## src/rtl/template_match_multi.sv

```systemverilog
// Frame-based multi-template waveform classifier.
// Per-template match counters followed by a sequential argmax over scores.
module template_match_multi #(
  parameter int DATA_W    = 8,
  parameter int NUM_TPL   = 4,
  parameter int FRAME_LEN = 256,
  parameter int THR0      = 20,
  parameter int THR1      = 2,
  localparam int CNT_W    = $clog2(FRAME_LEN + 1),
  localparam int SCORE_W  = CNT_W + 1,
  localparam int IDX_W    = $clog2(NUM_TPL)
) (
  input  logic                        clk,
  input  logic                        rst,
  input  logic                        start,
  input  logic                        wave_valid,
  input  logic [DATA_W-1:0]           wave_in,
  input  logic [DATA_W-1:0]           dwave_in,
  input  logic [NUM_TPL*DATA_W-1:0]   tpl_in,
  input  logic [NUM_TPL*DATA_W-1:0]   dtpl_in,
  output logic                        busy,
  output logic                        type_valid,
  output logic [IDX_W-1:0]            wave_type,
  output logic [SCORE_W-1:0]          best_score,
  output logic                        type_tie
);

  localparam int W1 = DATA_W + 1;
  localparam logic [W1-1:0]    T0   = W1'(THR0);
  localparam logic [W1-1:0]    T1   = W1'(THR1);
  localparam logic [CNT_W-1:0] ONE  = CNT_W'(1);
  localparam logic [CNT_W-1:0] FULL = CNT_W'(FRAME_LEN);
  localparam logic [CNT_W-1:0] LAST = CNT_W'(FRAME_LEN - 1);
  localparam logic [IDX_W-1:0] ILST = IDX_W'(NUM_TPL - 1);

  typedef enum logic [1:0] {IDLE, ACC, CMP, DONE} state_t;

  state_t             state;
  logic [CNT_W-1:0]   cnt0 [NUM_TPL];
  logic [CNT_W-1:0]   cnt1 [NUM_TPL];
  logic [CNT_W-1:0]   scnt;
  logic [IDX_W-1:0]   idx;
  logic [IDX_W-1:0]   best_idx;
  logic [SCORE_W-1:0] best;
  logic [SCORE_W-1:0] score;
  logic               tie;
  logic               clr;
  logic [NUM_TPL-1:0] hit0;
  logic [NUM_TPL-1:0] hit1;

  // Widened subtraction so far-apart values never wrap into a match.
  function automatic logic [W1-1:0] adiff(
    input logic [DATA_W-1:0] a,
    input logic [DATA_W-1:0] b
  );
    logic signed [W1-1:0] d;
    d = $signed({1'b0, a}) - $signed({1'b0, b});
    return d[W1-1] ? W1'(-d) : W1'(d);
  endfunction

  always_comb begin
    hit0 = '0;
    hit1 = '0;
    for (int k = 0; k < NUM_TPL; k++) begin
      hit0[k] = adiff(tpl_in[k*DATA_W +: DATA_W], wave_in) <= T0;
      hit1[k] = adiff(dtpl_in[k*DATA_W +: DATA_W], dwave_in) <= T1;
    end
  end

  assign clr   = start && (state != CMP);
  assign busy  = (state == ACC) || (state == CMP);
  assign score = SCORE_W'(cnt0[idx]) + SCORE_W'(cnt1[idx]);

  always_ff @(posedge clk) begin
    if (rst || clr) begin
      for (int k = 0; k < NUM_TPL; k++) begin
        cnt0[k] <= '0;
        cnt1[k] <= '0;
      end
    end else if (state == ACC && wave_valid) begin
      for (int k = 0; k < NUM_TPL; k++) begin
        if (hit0[k] && cnt0[k] != FULL)
          cnt0[k] <= cnt0[k] + ONE;
        if (hit1[k] && cnt1[k] != FULL)
          cnt1[k] <= cnt1[k] + ONE;
      end
    end
  end

  always_ff @(posedge clk) begin
    if (rst) begin
      state      <= IDLE;
      scnt       <= '0;
      idx        <= '0;
      best_idx   <= '0;
      best       <= '0;
      tie        <= 1'b0;
      type_valid <= 1'b0;
      wave_type  <= '0;
      best_score <= '0;
      type_tie   <= 1'b0;
    end else begin
      type_valid <= 1'b0;
      unique case (state)
        IDLE: begin
          if (start) begin
            scnt  <= '0;
            state <= ACC;
          end
        end
        ACC: begin
          if (start) begin
            scnt <= '0;
          end else if (wave_valid) begin
            if (scnt == LAST) begin
              scnt  <= '0;
              idx   <= '0;
              state <= CMP;
            end else begin
              scnt <= scnt + ONE;
            end
          end
        end
        CMP: begin
          // Strict compare keeps the lowest index on ties.
          if (idx == '0 || score > best) begin
            best     <= score;
            best_idx <= idx;
            tie      <= 1'b0;
          end else if (score == best) begin
            tie <= 1'b1;
          end
          if (idx == ILST)
            state <= DONE;
          else
            idx <= idx + IDX_W'(1);
        end
        DONE: begin
          wave_type  <= best_idx;
          best_score <= best;
          type_tie   <= tie;
          type_valid <= 1'b1;
          scnt       <= '0;
          state      <= start ? ACC : IDLE;
        end
        default: state <= IDLE;
      endcase
    end
  end

endmodule
```

## config.mk

```make
export PLATFORM = sky130hd
export DESIGN_NAME = template_match_multi
export DESIGN_NICKNAME = d
export VERILOG_FILES = /design/src/rtl/template_match_multi.sv
export SDC_FILE = /design/constraint.sdc
export NUM_CORES = 1
export LEC_CHECK = 0
export CORE_MARGIN = 5
export CORE_UTILIZATION = 40
export DETAILED_ROUTE_END_ITERATION = 6
export SKIP_LAST_GASP = 1
export SYNTH_ARGS = -nofsm -noshare
export SYNTH_HDL_FRONTEND = slang
export SYNTH_SLANG_ARGS = --single-unit
```

## constraint.sdc

```tcl
create_clock -name clk -period 8.43 [get_ports clk]
set_clock_uncertainty 0.05 [all_clocks]
set_input_delay 1.2645 -clock clk [delete_from_list [all_inputs] [get_ports clk]]
set_output_delay 1.2645 -clock clk [all_outputs]
set_load 0.005 [all_outputs]
```

==> results.txt, run 1 <==
The HPWL after detailed placement is 20,600 µm. The power density normalized to cell area came out at ~190 nW/µm². Data on the critical path arrives at its endpoint at 5.32 ns. The number of max-capacitance violations reported is 0. The switching power of the nets is 0.868 mW. The portion of the clock cycle consumed by the worst path in the final layout came out at 0.635. The critical path required time is 8.40 ns.

Setup violations remaining at the end of the flow were counted as 0. The number of warnings reported in the yosys synthesis log is 0. The clock sink total is 114.

The count of input and output buffers is 98. The CTS clock-pin slew for the worst setup and hold paths came out at roughly 0.060 ns. The number of buffers and inverters on the critical path is 2. The flip-flop and latch count after synthesis is 114. Of the total power, registers draw 0.314. The post-synthesis cell area came out at 10,900 µm².

The pin count of the biggest net entering global routing is 37. The standard cell core area is 26,900 µm². By area the synthesized netlist is led by sky130_fd_sc_hd__edfxtp_1 20%, sky130_fd_sc_hd__ha_1 12%, sky130_fd_sc_hd__dfxtp_1 7.7%. The largest driver fanout on the critical path is 9. The worst hold path belongs to the class register to register. The H-tree was split into 4 levels. The headroom to the max-slew limit came out at 0.192. The detailed router finished its first iteration with 558 violations. The worst setup path is captured at a register. In this run, post-CTS hold repair placed 0 buffers. Walking the worst path, the cells encountered are clkdlybuf4s50_1, ha_1, inv_1, fa_1, a211o_1, a211o_1, a21oi_1, or4b_1, or3_1, a211o_1, o21ai_0. The total clock buffers created by CTS is 17. The flow ran to the end, and the final reports show no timing, DRC or antenna violations. The post-layout total power came out at about 2.4 mW. The total congestion overflow came out at 0. The mean cell area of the mapped netlist came out at approximately 8.8 µm². Dividing the detail-routed wire length by the instance count gives 15.7 µm. After the flow finishes, the layout carries non-filler instances totaling 1,690. The utilization of the core after routing came out at 0.477. In the layout the commonest cells are 153 x sky130_fd_sc_hd__nor2_1, 107 x sky130_fd_sc_hd__ha_1, 98 x sky130_fd_sc_hd__clkdlybuf4s50_1. Across the VDD grid, the largest voltage drop is 0.146 mV.

The TritonCTS clock tree is done. The clock passes through at most 2 buffers. The share of flip-flops with an asynchronous set or reset is 0.

The total routed wirelength came out at ~27,000 µm. The number of nets in the synthesized netlist is approximately 1,400. Grouping stages by cell kind, the critical path spends the most delay in compound AO/OA/AOI/OAI gates. The cell with the largest stage delay on the worst path is sky130_fd_sc_hd__o21ai_0.

In the synthesized netlist the dominant register cell turns out to be sky130_fd_sc_hd__edfxtp_1. The number of enable-type register cells in the synthesized netlist came out at 72. The dominant cell type by count on the critical path is sky130_fd_sc_hd__a211o_1. The number of max-slew violations in the final report is 0.

The switching power as a share of total power came out at 0.357. The via count of the first global-routing pass came to 8,739. The number of gates resized after cts came out at 0. The setup path with the least slack is of type input port to register. The setup TNS came out at 0 ns. The share of synthesized area in the top cell type comes to 0.198. Of the total power, the clock network draws 0.293. For this run, design rule violations remaining after detail routing come to 0. The post-synthesis to final-layout area growth came out at 17.5%. Once placement finished, the instance area stood at 12,200 µm². After detailed placement, the design holds a cell count of 1,658. The wire length of the first global-routing pass came out at between 40,000 and 50,000 µm. The number of instances in the synthesized netlist came out at 1,244. The placement row count is 60. The slew at the pin with the worst max-slew slack is 1.20 ns.

The global-route usage over all layers came out at 0.170. Setup repair after global routing left no endpoint under its margin. In the final layout, the share of cells above drive strength 1 is 0.0593. The worst setup slack after layout is slightly above 3 ns. The count of different cell masters after synthesis came out at 76.

The die covers 30,700 µm². The number of antenna violations at the first check in global routing came out at 0. Before CTS, the worst setup slack after placement is 2.65 ns. Summing all non-filler instances in the final layout gives an area of 12,800 µm². In the routed layout, each cell is associated on average with a via count of 5.60.

The count of final hold-check violations came out at 0. Summed over all instances, the cell type with the most area after synthesis is sky130_fd_sc_hd__edfxtp_1. The clock period minus worst slack came out at 5.35 ns. Once detail routing completed, the nets flagged for antenna violations numbered 0.

The number of fill cells came out at 2,577. STA classifies the critical path startpoint as an input port. The most common cell after layout, fill and taps aside is sky130_fd_sc_hd__nor2_1. The routability congestion estimate from global placement came out at ~0.84.

The largest single stage delay on the critical path is slightly above 0.9 ns. The antenna cell count is 0. The share of power burned in combinational logic is 0.393. For this configuration, the core starts out at a cell density of 0.406.

Clock tree synthesis selected as its root buffer the cell sky130_fd_sc_hd__clkbuf_16. The top-level I/O count is between 90 and 100. The number of nets at the end of the flow came out at 1,536.

The first detailed-routing pass ran for 5 iterations. The internal cell power is 1.56 mW. The final route contains 9,468 vias.

The number of setup buffers added after CTS is 0. Timing would allow up to 187 MHz. The share of the Yosys chip area taken by registers is 0.275. The clock insertion delay at the later pin of the skew report came out at 0.41 ns. The tightest hold path in the finished design has a slack of 0.417 ns. The x dimension of the die came out at 175 µm. Summed over all cells, the static leakage comes to 4.97 nW. The die is ~180 µm tall.
[flip-flops by register name, summed over array words and instances, names as in the netlist, 9 cells and up, named ones only]
| signal | cells |
|---|---|
| best_score | 10 |
| scnt | 9 |
| cnt1 | 36 |
| cnt0 | 36 |
| best | 10 |
[logic make-up (layout without fill, tap and decap cells)]
kind of cell    count (synthesis)  count (layout)  share of synthesized area
simple gates                  442             442                      0.200
compound gates                296             296                      0.188
xor+xnor                      106             106                     0.0851
mux                            54              54                     0.0706
fa+ha+maj                     116             116                      0.139
flops                         114             114                      0.275
buf+inv                       116             221                     0.0415
[Yosys cell counts, drive strengths merged, types with 5 or more instances]
cell type,number
nor3,35
xor2,70
nor2b,14
o211ai,13
o21bai,6
o21a,28
and2,15
nor4,8
a2111o,5
a31oi,9
nor3b,5
and3,14
nand3,43
or3,6
nor2,162
nand4,31
mux2i,32
fa,9
nand2b,26
o31ai,7
ha,107
o21ai,58
nand2,60
mux4,18
a21oi,52
o22ai,9
dfxtp,42
inv,85
a311o,6
xnor2,36
buf,6
a211o,10
clkbuf,25
a21o,19
edfxtp,72
a211oi,20
[cell type report]
class | count | area, µm² | area share
Multi-Input combinational cell | 1014 | 7460 | 0.582
Sequential cell | 114 | 3000 | 0.234
Inverter | 85 | 319 | 0.0249
Clock inverter | 10 | 93.8 | 0.00732
Tap cell | 341 | 427 | 0.0333
Timing Repair Buffer | 104 | 1030 | 0.0800
Clock buffer | 22 | 497 | 0.0387
[metal layers]
metal / vias up / wire length [µm] / global-route usage
met4: 0 / 315 / 0.0432
li1: 4801 / - / -
met2: 197 / 12000 / 0.272
met5: - / 0 / 0
met3: 21 / 1030 / 0.0203
met1: 4449 / 13200 / 0.245
[path summary, 6_finish.rpt]
check | start | end | slack (ns) | cells past startpoint
min reg2reg | scnt[8] | scnt[8] | 0.42 | 2
min | scnt[8] | scnt[8] | 0.42 | 2
max reg2reg | register | best[4] | 3.34 | 17
max | dwave_in[0] | cnt1[3][5] | 3.08 | 11
[worst min-delay path, cell delays in order, from the launching register on]
cell and delay [ns]:
sky130_fd_sc_hd__dfxtp_1 0.32, sky130_fd_sc_hd__nand2b_1 0.07, sky130_fd_sc_hd__a21oi_1 0.04
[power by group through the flow]
stage               clock network [mW]  logic, mW  registers, mW
finish                           0.712      0.956          0.763
global route                     0.751       1.08          0.773
CTS                              0.727      0.960          0.761
detailed placement                   0      0.953          0.772
global placement                     0      0.944          0.771
floorplan                            0      0.732          0.736
(Power assumes the default switching activity.)
==> inputs of run 2 (changes only) <==
Clock period 8.43 ns to 5.5 ns, I/O delays scaled along.
==> run 2 against run 1 <==
  * Sequential power grew 55%
  * Cell area grew 0.32%
  * Largest cell class unchanged
  * Critical path depth grew 6
  * Combinational power grew 53%
  * Register-to-register slack lost 2.5 ns
  * Routed wire length grew 0.18%
  * Non-clock buffer count grew 5
  * Utilization grew 0.15 points
  * Sequential share of layout area shrank 0.075 points
  * Global-route usage grew 0.15 points
  * Die area is the same
  * Via count grew 0.44%
==> results.txt, run 2 (synthesis gave the netlist of run 1 again) <==
The path class of the tightest hold or removal check is register to register. The worst hold path terminates at scnt[8]. Of the available clock period, the critical path in the final layout requires 0.845. The initial standard-cell utilization of the core is 0.406 (unchanged). The instance count along the most critical hold path was 2 (unchanged). The worst setup slack after layout came to 0.850 ns (-2.23 ns). The slew at the pin with the worst max-slew slack is 0.801 ns (-0.399 ns). The depth of the worst register-to-register path came to 17 (unchanged). The total clock buffers created by CTS was 17 (unchanged). The HPWL after detailed placement came out at 20,900 µm (+1.8%). The depth of the CTS H-tree is 4 (unchanged). The startpoint of the worst hold path is scnt[8].

The worst-case hold slack came to 0.425 ns (+0.00874 ns). The total met3 wirelength after detailed routing is 990 µm (-3.4%). The pre-CTS worst setup slack is 0.671 ns (-1.98 ns). The placement row count came out at 60 (unchanged).

The pin count of the biggest net entering global routing came out at 37 (unchanged). The via count of the first global-routing pass came to 8,973 (+2.7%). The headroom to the max-slew limit is 0.466 (+0.274). The CTS clock-pin slew for the worst setup and hold paths came out at 0.06 ns (about the same). The x dimension of the die is 175 µm (unchanged).

The total setup buffers inserted after CTS came out at 0 (unchanged). The deepest clock path buffer count is 2 (unchanged). The number of hold-repair buffers added at the cts stage came out at 0 (unchanged). The detailed-route DRC error count is 0 (unchanged). The remaining antenna violation count was 0 (unchanged). The setup TNS is 0 ns (unchanged).

The cell sitting at the root of the clock tree is a sky130_fd_sc_hd__clkbuf_16. The number of cells after detailed placement came out at 1,663 (+0.30%). The clock sink total is 114 (unchanged). The number of optimization iterations in the first detailed-route pass is 5 (unchanged).

The wire length the detailed router placed on met1 is 13,200 µm (+0.18%). Leaving out fill and tap cells, the most frequent cells in the layout are 153 x sky130_fd_sc_hd__nor2_1, 107 x sky130_fd_sc_hd__ha_1, 98 x sky130_fd_sc_hd__clkdlybuf4s50_1. The average via count per standard cell is 5.61 (+0.15%). The clock period minus worst slack is 4.65 ns. The detailed router's first-iteration violation count was 538 (-3.6%). The number of max-capacitance violations reported is 0 (unchanged). The area of the die is 30,700 µm² (unchanged). The routability congestion estimate from global placement is 0.858 (+2.3%). The largest registers in the layout are cnt0: 36 flops, cnt1: 36 flops. The wire length of the first global-routing pass came out at 44,200 µm (+0.80%). The post-layout total power is 3.74 mW (+54%). Relative to the synthesized area, the layout overhead comes to 17.9%. The count of final setup violators came out at 0 (unchanged). The slack of the worst reg-to-reg path is 0.85 ns (-2.49 ns).

STA classifies the critical path endpoint as a register. The number of gates resized after cts came out at 0 (unchanged). The count of input and output buffers is 98 (unchanged). The highest layer touched by signal routing is met4. The final design area excluding fillers came out at 12,900 µm² (+0.32%). The critical path required time is 5.74 ns (-2.66 ns). The standard cell area after detailed placement came to 12,300 µm² (+0.31%). The standard cell core area is 26,900 µm² (unchanged). The utilization of the core after routing is 0.479 (+0.00154). Leaving out fill and tap cells, the most frequent cell in the layout is sky130_fd_sc_hd__nor2_1. The leakage dissipation came to 4.99 nW (+0.41%).

STA classifies the critical path startpoint as a register. The routed length per placed instance came out at 15.7 µm (-0.12%). Setup repair after global routing left no endpoint under its margin.

The worst register-to-register path ends at best[3]. The total routed wirelength is 26,500 µm (+0.18%). The power density normalized to cell area is 291 nW/µm² (+53%). The number of vias in the routed layout came to 9,510 (+0.44%).

The largest driver fanout on the critical path is 13 (+4). The number of max-slew violations in the final report is 0 (unchanged). Timing would allow up to between 200 and 250 MHz. The total congestion overflow came out at 0 (unchanged).

The top-level I/O count is 99 (unchanged). The wire length on met2 came out at 12,100 µm (+0.97%). TritonCTS built the clock tree. The setup path with the least slack is of type register to register. The layout cell share with drive strength beyond 1 came out at 0.0635 (+0.00421). The number of nets at the end of the flow is 1,541 (+0.33%). The worst vdd rail ir drop is 0.250 mV (+71%). The antenna cell count came to 0 (unchanged). The clock insertion delay at the later pin of the skew report is 0.42 ns (about the same). The non-filler instance count after layout was 1,695 (+0.30%).

The run finished with clean final reports. The count of final hold-check violations came out at 0 (unchanged). The global-route usage over all layers came out at 0.172 (+0.00148). The arrival time of the worst setup path is 4.89 ns (-0.43 ns). The number of antenna violations at the first check in global routing is 0 (unchanged). The floorplan die height came out at 175 µm (unchanged).
run 2: cell type report:
| class | count | area, µm² |
|---|---|---|
| inverters | 85 | 319 |
| clock buffers | 20 | 479 |
| repair buffers | 109 | 1060 |
| well taps | 341 | 427 |
| fillers | 2595 | 14000 |
| clock inverters | 12 | 115 |
| multi-input cells | 1014 | 7460 |
| flip-flops and latches | 114 | 3000 |
run 2: report_power, final:
| group | total (mW) | leakage, nW | internal [mW] | switching (mW) |
|---|---|---|---|---|
| clock | 1.10 | 0.293 | 0.682 | 0.418 |
| combinational | 1.46 | 3.56 | 0.681 | 0.783 |
| sequential | 1.18 | 1.14 | 1.03 | 0.146 |
run 2: worst max path at each step:
| stage | from | to | slack (ns) | depth (start not counted) |
|---|---|---|---|---|
| 2_1_floorplan | register | best[6] | 0.26 | 19 |
| 3_3_place_gp | dwave_in[0] | cnt1[3][3] | 0.74 | 12 |
| 3_5_place_dp | dwave_in[0] | cnt1[3][6] | 0.67 | 12 |
| 4_1_cts | register | best[3] | 0.81 | 16 |
| 5_1_grt | register | best[3] | 0.47 | 16 |
| 6_report | register | best[3] | 0.85 | 17 |
run 2: routing by layer:
metal,GRT usage,up-vias
met4,0.0373,0
met3,0.0232,20
met1,0.248,4493
li1,-,4795
met2,0.275,202
met5,0,-
run 2: worst max-delay path: stages (launching register included):
cell and delay (ns):
sky130_fd_sc_hd__dfxtp_1 0.55, sky130_fd_sc_hd__mux4_2 0.55, sky130_fd_sc_hd__ha_1 0.22, sky130_fd_sc_hd__fa_1 0.40, sky130_fd_sc_hd__a21o_1 0.19, sky130_fd_sc_hd__a21oi_1 0.21, sky130_fd_sc_hd__nor2b_1 0.07, sky130_fd_sc_hd__o21a_1 0.18
sky130_fd_sc_hd__o41a_1 0.32, sky130_fd_sc_hd__xor2_1 0.16, sky130_fd_sc_hd__ha_1 0.30, sky130_fd_sc_hd__nand4_1 0.09, sky130_fd_sc_hd__nor3_1 0.29, sky130_fd_sc_hd__a221oi_1 0.09, sky130_fd_sc_hd__o21ai_1 0.28, sky130_fd_sc_hd__buf_4 0.29
sky130_fd_sc_hd__mux2i_1 0.21, sky130_fd_sc_hd__nor2_1 0.05
